===== src/rtl/hl_game_pkg.sv =====
// Shared types and constants for the higher/lower card game display controller.
// Latency: n/a (types only); backpressure: n/a.
package hl_game_pkg;

    localparam int         CARD_W    = 4;
    localparam int         SCORE_W   = 7;
    localparam int         MAX_SCORE = 99;
    localparam logic [7:0] LFSR_SEED = 8'hA5;

    typedef enum logic [2:0] {
        ST_IDLE      = 3'd0,
        ST_DEAL      = 3'd1,
        ST_GUESS     = 3'd2,
        ST_REVEAL    = 3'd3,
        ST_GAME_OVER = 3'd4
    } state_t;

    typedef enum logic [1:0] {
        GUESS_NONE   = 2'd0,
        GUESS_HIGHER = 2'd1,
        GUESS_LOWER  = 2'd2
    } guess_t;

    typedef struct packed {
        state_t               state;
        logic [CARD_W-1:0]    cur_card;
        logic [CARD_W-1:0]    next_card;
        logic [SCORE_W-1:0]   score;
        guess_t               guess;
        logic                 win;
    } game_t;

endpackage


===== src/rtl/hl_lfsr8.sv =====
// Free-running 8-bit Fibonacci LFSR, x^8+x^6+x^5+x^4+1, maximal length from a non-zero seed.
// Latency: new value every cycle; no backpressure.
module hl_lfsr8
    import hl_game_pkg::*;
(
    input  logic       clk_100MHz,
    input  logic       reset,
    output logic [7:0] lfsr
);

    always_ff @(posedge clk_100MHz) begin
        if (reset) begin
            lfsr <= LFSR_SEED;
        end else begin
            lfsr <= {lfsr[6:0], lfsr[7] ^ lfsr[5] ^ lfsr[4] ^ lfsr[3]};
        end
    end

endmodule


===== src/rtl/game_display_ctrl.sv =====
// Higher/lower card game FSM with frame-synchronous display shadows; HL_TIE_WIN_EN makes equal cards a win.
// Latency: display follows internal state within one frame plus one cycle; no backpressure, buttons are consumed or dropped.
module game_display_ctrl #(
    parameter int VERT_RES      = 480,
    parameter int REVEAL_FRAMES = 60,
    parameter int MAX_SCORE     = hl_game_pkg::MAX_SCORE
) (
    input  logic                            clk_100MHz,
    input  logic                            reset,
    input  logic [9:0]                      i_hcounter,
    input  logic [9:0]                      i_vcounter,
    input  logic                            btn_start,
    input  logic                            btn_higher,
    input  logic                            btn_lower,
    input  logic                            btn_confirm,
    output logic [2:0]                      o_fsm_state,
    output logic [hl_game_pkg::CARD_W-1:0]  o_cur_card,
    output logic [hl_game_pkg::CARD_W-1:0]  o_next_card,
    output logic [hl_game_pkg::SCORE_W-1:0] o_score,
    output logic [1:0]                      o_guess,
    output logic                            o_win,
    output logic                            o_frame_pulse
);
    import hl_game_pkg::*;

    localparam logic [9:0] VERT_LINE = 10'(VERT_RES);
    localparam int         FCNT_W    = $clog2(REVEAL_FRAMES + 1);
`ifdef HL_TIE_WIN_EN
    localparam bit TIE_WINS = 1'b1;
`else
    localparam bit TIE_WINS = 1'b0;
`endif

    logic [7:0]         lfsr;
    logic               lfsr_unused;
    logic [CARD_W-1:0]  card;
    logic               at_boundary_q;
    logic               at_boundary_q2;
    logic [FCNT_W-1:0]  frame_cnt;
    logic [FCNT_W-1:0]  frame_cnt_d;
    game_t              game;
    game_t              game_d;
    game_t              shadow;

    function automatic logic [CARD_W-1:0] card_map(input logic [3:0] v);
        if (v == 4'd0) return 4'd1;
        if (v > 4'd13) return v - 4'd13;
        return v;
    endfunction

    function automatic logic guess_wins(input guess_t g, input logic [CARD_W-1:0] cur,
                                        input logic [CARD_W-1:0] nxt);
        return ((g == GUESS_HIGHER) && (nxt > cur)) ||
               ((g == GUESS_LOWER)  && (nxt < cur)) ||
               (TIE_WINS && (nxt == cur));
    endfunction

    hl_lfsr8 u_lfsr (
        .clk_100MHz (clk_100MHz),
        .reset      (reset),
        .lfsr       (lfsr)
    );

    assign card        = card_map(lfsr[3:0]);
    assign lfsr_unused = ^lfsr[7:4];

    // The boundary pixel is held for several cycles; only its first cycle produces a pulse.
    always_ff @(posedge clk_100MHz) begin
        if (reset) begin
            at_boundary_q  <= 1'b0;
            at_boundary_q2 <= 1'b0;
        end else begin
            at_boundary_q  <= (i_vcounter == VERT_LINE) && (i_hcounter == 10'd0);
            at_boundary_q2 <= at_boundary_q;
        end
    end

    assign o_frame_pulse = at_boundary_q & ~at_boundary_q2;

    always_comb begin
        game_d      = game;
        frame_cnt_d = frame_cnt;
        case (game.state)
            ST_IDLE: begin
                if (btn_start) begin
                    game_d.cur_card = card;
                    game_d.score    = '0;
                    game_d.guess    = GUESS_NONE;
                    game_d.state    = ST_DEAL;
                end
            end
            ST_DEAL: game_d.state = ST_GUESS;
            ST_GUESS: begin
                if (btn_confirm && (game.guess != GUESS_NONE)) begin
                    game_d.next_card = card;
                    game_d.win       = guess_wins(game.guess, game.cur_card, card);
                    frame_cnt_d      = '0;
                    game_d.state     = ST_REVEAL;
                end else if (btn_higher && !btn_lower) begin
                    game_d.guess = GUESS_HIGHER;
                end else if (btn_lower && !btn_higher) begin
                    game_d.guess = GUESS_LOWER;
                end
            end
            ST_REVEAL: begin
                if (o_frame_pulse) begin
                    frame_cnt_d = frame_cnt + 1'b1;
                    if (frame_cnt == FCNT_W'(REVEAL_FRAMES - 1)) begin
                        if (game.win) begin
                            game_d.state    = ST_GUESS;
                            game_d.cur_card = game.next_card;
                            game_d.guess    = GUESS_NONE;
                            if (game.score != SCORE_W'(MAX_SCORE)) begin
                                game_d.score = game.score + SCORE_W'(1);
                            end
                        end else begin
                            game_d.state = ST_GAME_OVER;
                        end
                    end
                end
            end
            ST_GAME_OVER: begin
                if (btn_start) game_d.state = ST_IDLE;
            end
            default: game_d.state = ST_IDLE;
        endcase
    end

    // Shadows sample the pre-update game state, so a coincident change shows one frame later.
    always_ff @(posedge clk_100MHz) begin
        if (reset) begin
            game      <= '0;
            frame_cnt <= '0;
            shadow    <= '0;
        end else begin
            game      <= game_d;
            frame_cnt <= frame_cnt_d;
            if (o_frame_pulse) shadow <= game;
        end
    end

    assign o_fsm_state = shadow.state;
    assign o_cur_card  = shadow.cur_card;
    assign o_next_card = shadow.next_card;
    assign o_score     = shadow.score;
    assign o_guess     = shadow.guess;
    assign o_win       = shadow.win;

endmodule


===== config.mk =====
export PLATFORM = sky130hd
export DESIGN_NAME = game_display_ctrl
export DESIGN_NICKNAME = d
export VERILOG_FILES = /design/src/rtl/hl_game_pkg.sv /design/src/rtl/hl_lfsr8.sv /design/src/rtl/game_display_ctrl.sv
export SDC_FILE = /design/constraint.sdc
export NUM_CORES = 1
export LEC_CHECK = 0
export ABC_AREA = 0
export CAP_MARGIN = 15
export CORE_MARGIN = 2
export CORE_UTILIZATION = 50
export CTS_CLUSTER_DIAMETER = 200
export DETAILED_ROUTE_END_ITERATION = 10
export GPL_TIMING_DRIVEN = 0
export HOLD_SLACK_MARGIN = 0.1
export PLACE_DENSITY = 0.74
export SLEW_MARGIN = 25
export SYNTH_ARGS = -nofsm -noshare
export SYNTH_HDL_FRONTEND = slang
export SYNTH_SLANG_ARGS = --single-unit

===== constraint.sdc =====
create_clock -name clk_100MHz -period 3.6 [get_ports clk_100MHz]
set_clock_uncertainty 0.05 [all_clocks]
set_input_delay 0.72 -clock clk_100MHz [delete_from_list [all_inputs] [get_ports clk_100MHz]]
set_output_delay 0.72 -clock clk_100MHz [all_outputs]
set_load 0.02 [all_outputs]

==> summary by stage <==
Timing
The final cycle utilization of the critical path is 0.801. The pin slew with the least headroom to its limit is 0.574 ns. Setup repair after global routing left no endpoint under its margin. The aggregate negative setup slack is 0 ns.

The number of pins exceeding their max-slew limit in the final report is 0. For this run, the top clock speed supported by timing is 347 MHz. Setup violations remaining at the end of the flow were counted as 0. The worst pin sits at a relative slew slack of 0.617. The count of endpoints failing hold in the final timing report came to 0.

The clock period minus final worst setup slack is 2.89 ns.

Synth
Of the total synthesized cell area, the portion taken by full adders, half adders and majority gates is 0.0425. The share of the Yosys chip area taken by registers is 0.438. The net count after synthesis is approximately 350.

The top cell type's share of synthesized area is 0.438. The synthesized netlist contains 51 unique library cells. The total number of yosys warnings is 0. Of the post-synthesis cell area, the part taken by muxes is 0.0151. In this run, synthesis inferred 0 flip-flops with an integrated enable. Counting every instance in the synthesized netlist gives 313. The mean area per synthesized cell is 8.47 um^2. Of the total synthesized cell area, the portion taken by XOR and XNOR cells is 0.0297. After synthesis, the share of flip-flops with an asynchronous set or reset is 0.

The synthesized design contains 58 register bits. The compound-gate portion of the synthesized area is 0.178. The cell area after technology mapping is 2650 um^2. The prevailing post-synth register cell is sky130_fd_sc_hd__dfxtp_1. Ranked by total cell area, the synthesized netlist is headed by sky130_fd_sc_hd__dfxtp_1 (44%), sky130_fd_sc_hd__nand2_1 (8.5%), sky130_fd_sc_hd__a21oi_1 (6.2%). By area, the combinational part of the netlist is dominated by simple AND/OR/NAND/NOR gates.

The area fraction in and, or, nand and nor cells after synthesis is 0.256. The library cell with the largest summed area after synthesis is sky130_fd_sc_hd__dfxtp_1.

Critical path
Tracing the worst setup path back leads to its startpoint at at_boundary_q2. The critical path contains buffers and inverters numbering 4 combined. The slack of the worst reg-to-reg path is 0.89 ns.

The critical path class is reg2out. The critical path data required time is 2.83 ns. In this run the critical register-to-register path is launched from u_lfsr.lfsr[1]. The capturing instance or port of the critical path is o_frame_pulse.

The worst setup path is launched from a flip-flop. The element type at the critical path end is an output port. The kind of cell with the highest combined delay along the critical path is buffers and inverters. Data arrives at the worst endpoint at 2.12 ns.

The depth of the most critical reg-to-reg path is 10. The critical path's slowest cell is sky130_fd_sc_hd__clkdlybuf4s50_1. The largest stage delay on the critical path is around 0.70 ns. The critical path goes through nand2b_1, clkbuf_2, inv_2, clkbuf_1, clkdlybuf4s50_1.

The critical path runs through a total of 5 cells. The terminus of the critical flop-to-flop path is game[0]. The peak fanout along the critical path is 10.

Global route
The first global-routing pass estimated roughly 10000 um of wire. The pin count of the biggest net entering global routing is 11. The total overflow reported by the global router is 0. The number of global-route vias before repair was roughly 2200. For this run, the total global-route usage over all layers was measured as 0.214. The number of antenna violations at the first check in global routing is 0.

Clock network
The clock root buffer is sky130_fd_sc_hd__clkbuf_8. The clock-pin transition on the worst setup and hold timing paths is 0.06 ns. Counting every sink on the clock net gives 58.

The CTS buffer count is 9. After clock tree synthesis, the flow added hold-fix buffers numbering 0. Post-CTS repair changed the size of 0 cells. The later-pin clock latency in the skew report is 0.34 ns. The number of H-tree levels is 3. The buffer levels on the longest clock path is 2. TritonCTS built the clock tree. Once the clock tree was built, the setup fixing pass inserted 0 buffers.

Placed design
The wire-length estimate of the detail-placed layout is ~4300 um. In this run the tool buffered the top-level ports with 46 buffer cells. After detailed placement, the total cell area comes to 3200 um^2. The final RePlAce weighted congestion is about 0.80.

Drt
The first TritonRoute pass finished after 5 iterations. After detailed routing, the average wire length per cell comes to approximately 13 um. Summing over every cut layer, the via total after detailed routing is about 2400. The number of DRC markers in iteration 0 is 166. In the routed design, unresolved DRC markers number 0. The count of nets left with antenna violations once routing finished came out at 0. The final layout contains routed wiring with a total length of approximately 6000 um. The mean number of vias per cell is between 5 and 6.

Die
The floorplan step set the die height to 76.8 um. The core footprint is 5110 um^2. The full die area is 5900 um^2. Row generation in the floorplan step produced 26 rows. The starting utilization of the core area is 0.519. The die is 76.8 um wide.

The boundary pin count is 48.

Layout
The signed area change from the synthesized netlist to the final layout is 27.1%. 0 antenna diodes ended up in the layout. The final layout contains 405 nets.

The cell area after layout is 3370 um^2. The layout cell share with drive strength beyond 1 is 0.0909.

Power and ir drop
The maximum ir drop on the vdd rail is 0.259 mV. For this design the ratio of total power to cell area is just over 400 nW/um^2. The leakage dissipation is 0.00120 uW.

Status
The flow ran to the end, and the final reports show no timing, DRC or antenna violations.

Worst hold path
The class of the most critical hold timing path is reg2reg.

Job
The number of violations of the max-capacitance limit is 0.
[report_power, final]
| part | internal, uW | total [uW] | switching [uW] |
|---|---|---|---|
| registers | 660 | 675 | 15.6 |
| logic | 88.8 | 183 | 94.3 |
| clock network | 280 | 525 | 245 |
| total | 1030 | 1380 | 355 |
[cell usage in the layout (no fill, tap or decap), types with 7 or more instances in the layout]
master and instances:
sky130_fd_sc_hd__nor2_1 24, sky130_fd_sc_hd__a21oi_1 33, sky130_fd_sc_hd__nor2b_1 8, sky130_fd_sc_hd__clkbuf_1 13
sky130_fd_sc_hd__clkdlybuf4s50_1 46, sky130_fd_sc_hd__inv_1 7, sky130_fd_sc_hd__nand2_1 60, sky130_fd_sc_hd__clkbuf_8 11
sky130_fd_sc_hd__ha_1 9, sky130_fd_sc_hd__dfxtp_1 58
[worst min-delay path by stage]
stage	from	to	slack, ns	depth (start not counted)
floorplan	u_lfsr.lfsr[6]	u_lfsr.lfsr[7]	0.34	1
global placement	u_lfsr.lfsr[6]	u_lfsr.lfsr[7]	0.34	1
detailed placement	u_lfsr.lfsr[6]	u_lfsr.lfsr[7]	0.35	1
CTS	u_lfsr.lfsr[6]	u_lfsr.lfsr[7]	0.37	1
global route	u_lfsr.lfsr[6]	u_lfsr.lfsr[7]	0.37	1
finish	u_lfsr.lfsr[6]	u_lfsr.lfsr[7]	0.36	1
[layout make-up]
cell class | instances | area, um^2
plain buffers | 17 | 76.3
clock buffers | 12 | 155
clock inverters | 3 | 15.0
fillers | 462 | 1740
inverters | 8 | 30.0
multi-input cells | 230 | 1380
flip-flops and latches | 58 | 1160
well taps | 70 | 87.6
repair buffers | 46 | 460
[per-layer routing]
metal	vias to the layer above	share of wire	global-route usage
li1	1199	-	-
met3	8	0.058	0.0647
met1	1093	0.46	0.274
met5	-	0	0
met4	0	0.012	0.0927
met2	68	0.47	0.335
[synthesized netlist by cell type (2+ instances only)]
master and count:
sky130_fd_sc_hd__o211ai_1 2, sky130_fd_sc_hd__dfxtp_1 58, sky130_fd_sc_hd__nand2_1 60, sky130_fd_sc_hd__nor4_1 4, sky130_fd_sc_hd__nand4_1 3, sky130_fd_sc_hd__nor3_1 3
sky130_fd_sc_hd__nor3b_1 2, sky130_fd_sc_hd__xor2_1 6, sky130_fd_sc_hd__a31o_2 2, sky130_fd_sc_hd__clkbuf_1 12, sky130_fd_sc_hd__a22oi_1 3, sky130_fd_sc_hd__a21oi_1 33
sky130_fd_sc_hd__xnor2_1 3, sky130_fd_sc_hd__o21bai_1 2, sky130_fd_sc_hd__a31oi_1 2, sky130_fd_sc_hd__or4_1 2, sky130_fd_sc_hd__and2_1 4, sky130_fd_sc_hd__a211oi_1 3
sky130_fd_sc_hd__nor2b_1 8, sky130_fd_sc_hd__a311oi_1 3, sky130_fd_sc_hd__nor2_1 24, sky130_fd_sc_hd__buf_2 3, sky130_fd_sc_hd__mux2i_1 4, sky130_fd_sc_hd__a21boi_0 2
sky130_fd_sc_hd__ha_1 9, sky130_fd_sc_hd__o21ai_0 6, sky130_fd_sc_hd__nand3_1 5, sky130_fd_sc_hd__nand3b_1 3, sky130_fd_sc_hd__a41oi_1 2, sky130_fd_sc_hd__nand2b_1 4
sky130_fd_sc_hd__or3_1 4, sky130_fd_sc_hd__inv_1 7, sky130_fd_sc_hd__or2_2 6, sky130_fd_sc_hd__a21o_1 2
[logic make-up (layout without fill, tap and decap cells)]
| group | count (synthesis) | count (layout) |
|---|---|---|
| and+or+nand+nor | 139 | 139 |
| AOI/OAI and AO/OA | 69 | 69 |
| DFF | 58 | 58 |
| buffers and inverters | 25 | 86 |
| adders and majority gates | 9 | 9 |
| xor gates and xnor gates | 9 | 9 |
| muxes | 4 | 4 |
[state kept, by name, summed over array words and instances (netlist names), 2 cells and up]
| signal | count |
|---|---|
| o_cur_card | 4 |
| o_guess | 2 |
| frame_cnt | 6 |
| o_score | 7 |
| o_next_card | 4 |
| o_fsm_state | 3 |
| u_lfsr.lfsr | 8 |
| game | 21 |
[stage by stage]
stage / utilization / total power [uW] / instances / hold slack, ns / setup WS (ns)
global route: 0.659 / 1450 / 444 / 0.366 / 0.600
global placement: 0.626 / 867 / 429 / 0.344 / 0.981
CTS: 0.659 / 1390 / 444 / 0.365 / 0.695
floorplan: - / 812 / 313 / 0.339 / 1.19
finish: 0.659 / 1380 / 444 / 0.361 / 0.715
detailed placement: 0.626 / 871 / 429 / 0.350 / 0.912
Note: power is estimated with default switching activity, not from simulation.
